<file path="src/rtl/helper_axis_generator.sv">
// helper_axis_generator: AXI-Stream source emitting START_VALUE + k*STEP with periodic/final last flags.
// Define HELPER_AXIS_GENERATOR_STALL_EN to insert LFSR-driven bubbles between words.
module helper_axis_generator #(
    parameter int unsigned DATA_WIDTH  = 10,
    parameter int unsigned START_VALUE = 0,
    parameter int unsigned STEP        = 1,
    parameter int unsigned WORD_COUNT  = 16,
    parameter int unsigned LAST_PERIOD = 0,
    parameter logic [15:0] STALL_SEED  = 16'hACE1
) (
    input  logic                  clk,
    input  logic                  rst,
    input  logic                  enable,
    output logic                  output_valid,
    output logic [DATA_WIDTH-1:0] output_data,
    output logic                  output_last,
    input  logic                  output_ready,
    output logic                  done,
    output logic [31:0]           data_produced
);
    localparam logic [DATA_WIDTH-1:0] START_W = DATA_WIDTH'(START_VALUE);
    localparam logic [DATA_WIDTH-1:0] STEP_W  = DATA_WIDTH'(STEP);

    if (STALL_SEED == 16'h0) begin : g_bad_seed
        $error("STALL_SEED must be nonzero");
    end

    typedef enum logic [1:0] {IDLE, SEND, DONE} state_t;

    state_t                state_q, state_d;
    logic [DATA_WIDTH-1:0] data_q, data_d;
    logic [31:0]           idx_q, idx_d, per_q, per_d, cnt_q, cnt_d;
    logic                  start, hs, final_word, period_end;

`ifdef HELPER_AXIS_GENERATOR_STALL_EN
    logic [15:0] lfsr_q, lfsr_d;
    // Right-shifting form of the x^16+x^14+x^13+x^11+1 Fibonacci LFSR
    assign lfsr_d = {lfsr_q[0] ^ lfsr_q[2] ^ lfsr_q[3] ^ lfsr_q[5], lfsr_q[15:1]};
    assign start  = enable && !lfsr_q[0];
    always_ff @(posedge clk) lfsr_q <= rst ? STALL_SEED : lfsr_d;
`else
    assign start = enable;
`endif

    assign hs         = state_q == SEND && output_ready;
    assign final_word = WORD_COUNT != 0 && idx_q == WORD_COUNT - 1;
    assign period_end = LAST_PERIOD != 0 && per_q == LAST_PERIOD - 1;

    always_comb begin
        state_d = state_q;
        data_d  = data_q;
        idx_d   = idx_q;
        per_d   = per_q;
        cnt_d   = cnt_q;
        case (state_q)
            IDLE: state_d = start ? SEND : IDLE;
            SEND: if (hs) begin
                cnt_d   = cnt_q + 32'd1;
                data_d  = data_q + STEP_W;
                idx_d   = idx_q + 32'd1;
                per_d   = (period_end || LAST_PERIOD == 0) ? 32'd0 : per_q + 32'd1;
                state_d = final_word ? DONE : start ? SEND : IDLE;
            end
            default: state_d = DONE;
        endcase
    end

    always_ff @(posedge clk) begin
        if (rst) begin
            state_q <= IDLE;
            data_q  <= START_W;
            idx_q   <= '0;
            per_q   <= '0;
            cnt_q   <= '0;
        end else begin
            state_q <= state_d;
            data_q  <= data_d;
            idx_q   <= idx_d;
            per_q   <= per_d;
            cnt_q   <= cnt_d;
        end
    end

    assign output_valid  = state_q == SEND;
    assign output_data   = data_q;
    assign output_last   = period_end || final_word;
    assign done          = state_q == DONE;
    assign data_produced = cnt_q;
endmodule

</file>
<file path="config.mk">
export PLATFORM = sky130hd
export DESIGN_NAME = helper_axis_generator
export DESIGN_NICKNAME = d
export VERILOG_FILES = /design/src/rtl/helper_axis_generator.sv
export SDC_FILE = /design/constraint.sdc
export NUM_CORES = 1
export LEC_CHECK = 0
export CAP_MARGIN = 5
export CORE_ASPECT_RATIO = 0.7
export CORE_MARGIN = 2
export CORE_UTILIZATION = 30
export DETAILED_ROUTE_END_ITERATION = 8
export HOLD_SLACK_MARGIN = 0.05
export PLACE_DENSITY = 0.48
export SLEW_MARGIN = 0
export SYNTH_ARGS = -nofsm -noshare
export SYNTH_HDL_FRONTEND = slang
export SYNTH_SLANG_ARGS = --single-unit
</file>
<file path="constraint.sdc">
create_clock -name clk -period 2.1 [get_ports clk]
set_clock_uncertainty 0.2 [all_clocks]
set_input_delay 0.42 -clock clk [delete_from_list [all_inputs] [get_ports clk]]
set_output_delay 0.42 -clock clk [all_outputs]
set_load 0.02 [all_outputs]
</file>
==> qor.yml <==
worst_hold_path:
  hold_class: "flip-flop to flip-flop"
  min_path_cells: 2
  min_from: "data_produced[31]$_SDFFE_PP0P_"
  min_to: "data_produced[31]$_SDFFE_PP0P_"
yosys:
  yosysMostFrequentCell: "dfxtp_1"
  yosysSeqAreaShare_pct: 41.0
  synth-edff-count: 0
  synthesis.nets: 434
  synth_top_area_share_pct: 41.0
  synth_ff_type: "dfxtp_1"
  synthCells: 427
  synth_commonest_cells: "dfxtp_1 (76), a21oi_1 (44), nor2_1 (34), nand2_1 (32), o31ai_1 (30)"
  yosys_warnings: 0
  yosysTopAreaCell: "dfxtp_1"
  ys_ff_latch: 76
  syn_avg_cell_area_um2: 8.69
  synthArstFlopShare_pct: 0
  synth_cell_types: 37
  netlist_top_cells_area: "dfxtp_1 (41%), o31ai_1 (6.1%), a21oi_1 (5.9%)"
  syn_area_um2: 3710
global_route:
  grt_max_degree: 26
  grt_pass1_vias: 3409
  grt_pass1_wl_mm: 17.2
  overflow: 0
  grt.total_usage_pct: 16.0
  antenna_found_initial: 0
setup_path:
  reg2reg_depth: 6
  critPathLaunchType: "flip-flop"
  crit_required_ns: 1.48
  crit_fanout: 2
  cp_top_family: "simple AND/OR/NAND/NOR gates"
  crit_slowest_cell: "dfxtp_1"
  regToRegEndpoint: "idx_q[31]$_SDFFE_PP0P_"
  cp.arrival_ns: 1.46
  worstPathCellList: "nor4_4 -> nand4_1 -> nor2_1 -> buf_4"
  critical_path_buf_inv_count: 1
  critPathKind: "flip-flop to output port"
  cpPeakStageDelay_ns: 0.33
  rrSetupSlack_ns: 0.09
  end_kind: "output port"
  r2r-start: "idx_q[11]$_SDFFE_PP0P_"
placed_design:
  port-buffer-count: 48
  placed_area_um2: 4890
  dp_hpwl_mm: 7.35
  place_inst: 687
  pre_cts_ws_ns: -0.349
  place_congestion: 0.769
power:
  sw_frac_of_total_pct: 20.1
  p_per_area_nw_per_um2: 615
  p_sw_mw: 0.666
  pwr-share-comb_pct: 2.7
  power_frac_clock_pct: 53.3
  power_mw: 3.31
  ir_drop_mv: 0.474
  p_int_mw: 2.65
  pwr-share-seq_pct: 44.0
  p_leak_nw: 1.99
sta:
  finalCriticalPeriod_ns: 2.08
  setup_viol: 0
  fmax_mhz: 480
  grt_setup_unrepaired: "yes"
  worst_pin_slew_ns: 0.496
  final_hold_viol_count: 0
  min_period_over_period_pct: 99.1
  fin_ws_ns: 0.0188
  slew_headroom_pct: 67.0
  drv_slew: 0
cts:
  clock_sinks: 76
  numCtsBuffers: 9
  htree_levels: 3
  clkTransAtPathRegs_ns: 0.06
  cts_tree: "built"
  clockRootBuffer: "clkbuf_16"
  clock_latency_ns: 0.34
  cts_hold_buf: 0
  clock_path_buffers: 2
status:
  status: "completed"
drt:
  wl_per_cell_um: 14.6
  drc_errors: 0
  routed_wl_mm: 10.3
  num_vias: 3629
  vias_per_cell: 5.15
  dr.pass1.iters: 4
  drtIter0Drc: 129
  postRouteAntennaNets: 0
floorplan:
  dieArea_um2: 13300
  dieWidth_um: 137
  pin_count: 49
  row_count: 33
  core_um2: 11900
  start_util_pct: 31.2
  die_h_um: 97.1
flow_run:
  maxCapViolations: 0
cells_and_area:
  postLayoutCoreUtil_pct: 45.3
  final_cells: 705
  insertedDiodeCount: 0
  final_area_um2: 5380
  area_growth_pct: 45.0
  nets: 550
  drive_gt1_share_pct: 23.2
logic make-up after synthesis:
family                   Yosys count  share of synthesized area [%]
AO/OA/AOI/OAI                     85                           13.8
multiplexers                       1                          0.303
flip-flops                        76                           41.0
buffers and inverters             32                           4.08
AND/OR/NAND/NOR                  200                           32.7
XOR/XNOR                          30                           7.08
adder cells (fa/ha/maj)            3                           1.01
sequential cells by signal, summed over array words and instances, names as in the netlist:
name / count
data_produced: 32
idx_q: 32
output_data: 10
state_q: 2
cells in the final DEF (no fill, tap or decap), types with 9 or more instances in the layout:
master / instances
a21oi_1: 42
nor2_1: 34
or4_1: 28
clkbuf_16: 9
nand2_1: 31
buf_4: 79
and4_1: 10
o31ai_1: 30
nand4_1: 26
xor2_1: 22
nand3_1: 17
dfxtp_1: 70
clkdlybuf4s50_1: 38
worst register-to-register path: stages (launching register included):
cell and delay [ns]:
dfxtp_1 0.38, buf_4 0.14, and4_2 0.24, nand4_2 0.14
buf_12 0.18, or4_1 0.50, a21oi_1 0.16
power by group through the flow:
stage          Clock, mW  Combinational [mW]  Sequential [mW]
6_report            1.77              0.0881             1.46
2_1_floorplan          0              0.0430             1.49
4_1_cts             1.80              0.0889             1.46
3_3_place_gp           0              0.0882             1.49
3_5_place_dp           0              0.0893             1.49
5_1_grt             1.86              0.0975             1.46
repair_timing:
| item | CTS | global route |
|---|---|---|
| endpoints found under the setup margin | 6 | 22 |
| buffers inserted | 0 | 2 |
| pin swaps | 1 | 5 |
| endpoints found under the hold margin | 0 | 0 |
| resized for setup | 16 | 26 |
per-layer routing:
layer,vias up,routed length (um),global-route usage [%]
li1,1851,-,-
met1,1706,5530,24.5
met3,10,408,3.65
met4,0,104,4.52
met5,-,0,0
met2,62,4250,21.9
layout make-up:
type,instances,area (um^2)
clock buffers,12,236
clock inverters,4,97.6
fillers,1157,6510
inverters,8,30.0
multi-input cells,319,2170
flip-flops and latches,76,1530
well taps,157,196
repair buffers,129,1120
worst max path at each step:
stage / cells after the start / endpoint / startpoint / slack (ns)
finish: 4 / output_last / idx_q[25]$_SDFFE_PP0P_ / 0.02
global route: 4 / output_last / idx_q[25]$_SDFFE_PP0P_ / -0.05
floorplan: 7 / data_produced[26]$_SDFFE_PP0P_ / data_produced[6]$_SDFFE_PP0P_ / 0.08
detailed placement: 6 / data_produced[18]$_SDFFE_PP0P_ / output_ready / -0.35
global placement: 7 / data_produced[28]$_SDFFE_PP0P_ / output_ready / -0.35
CTS: 4 / output_last / idx_q[14]$_SDFFE_PP0P_ / -0.03
through the flow:
step                      TNS, ns  hold WS [ns]
after floorplan                 0         0.252
after global placement     -10.60         0.267
after detailed placement   -11.68         0.279
after CTS                 -0.0310         0.287
after global routing      -0.0461         0.330
final                           0         0.286
(Power assumes the default switching activity.)
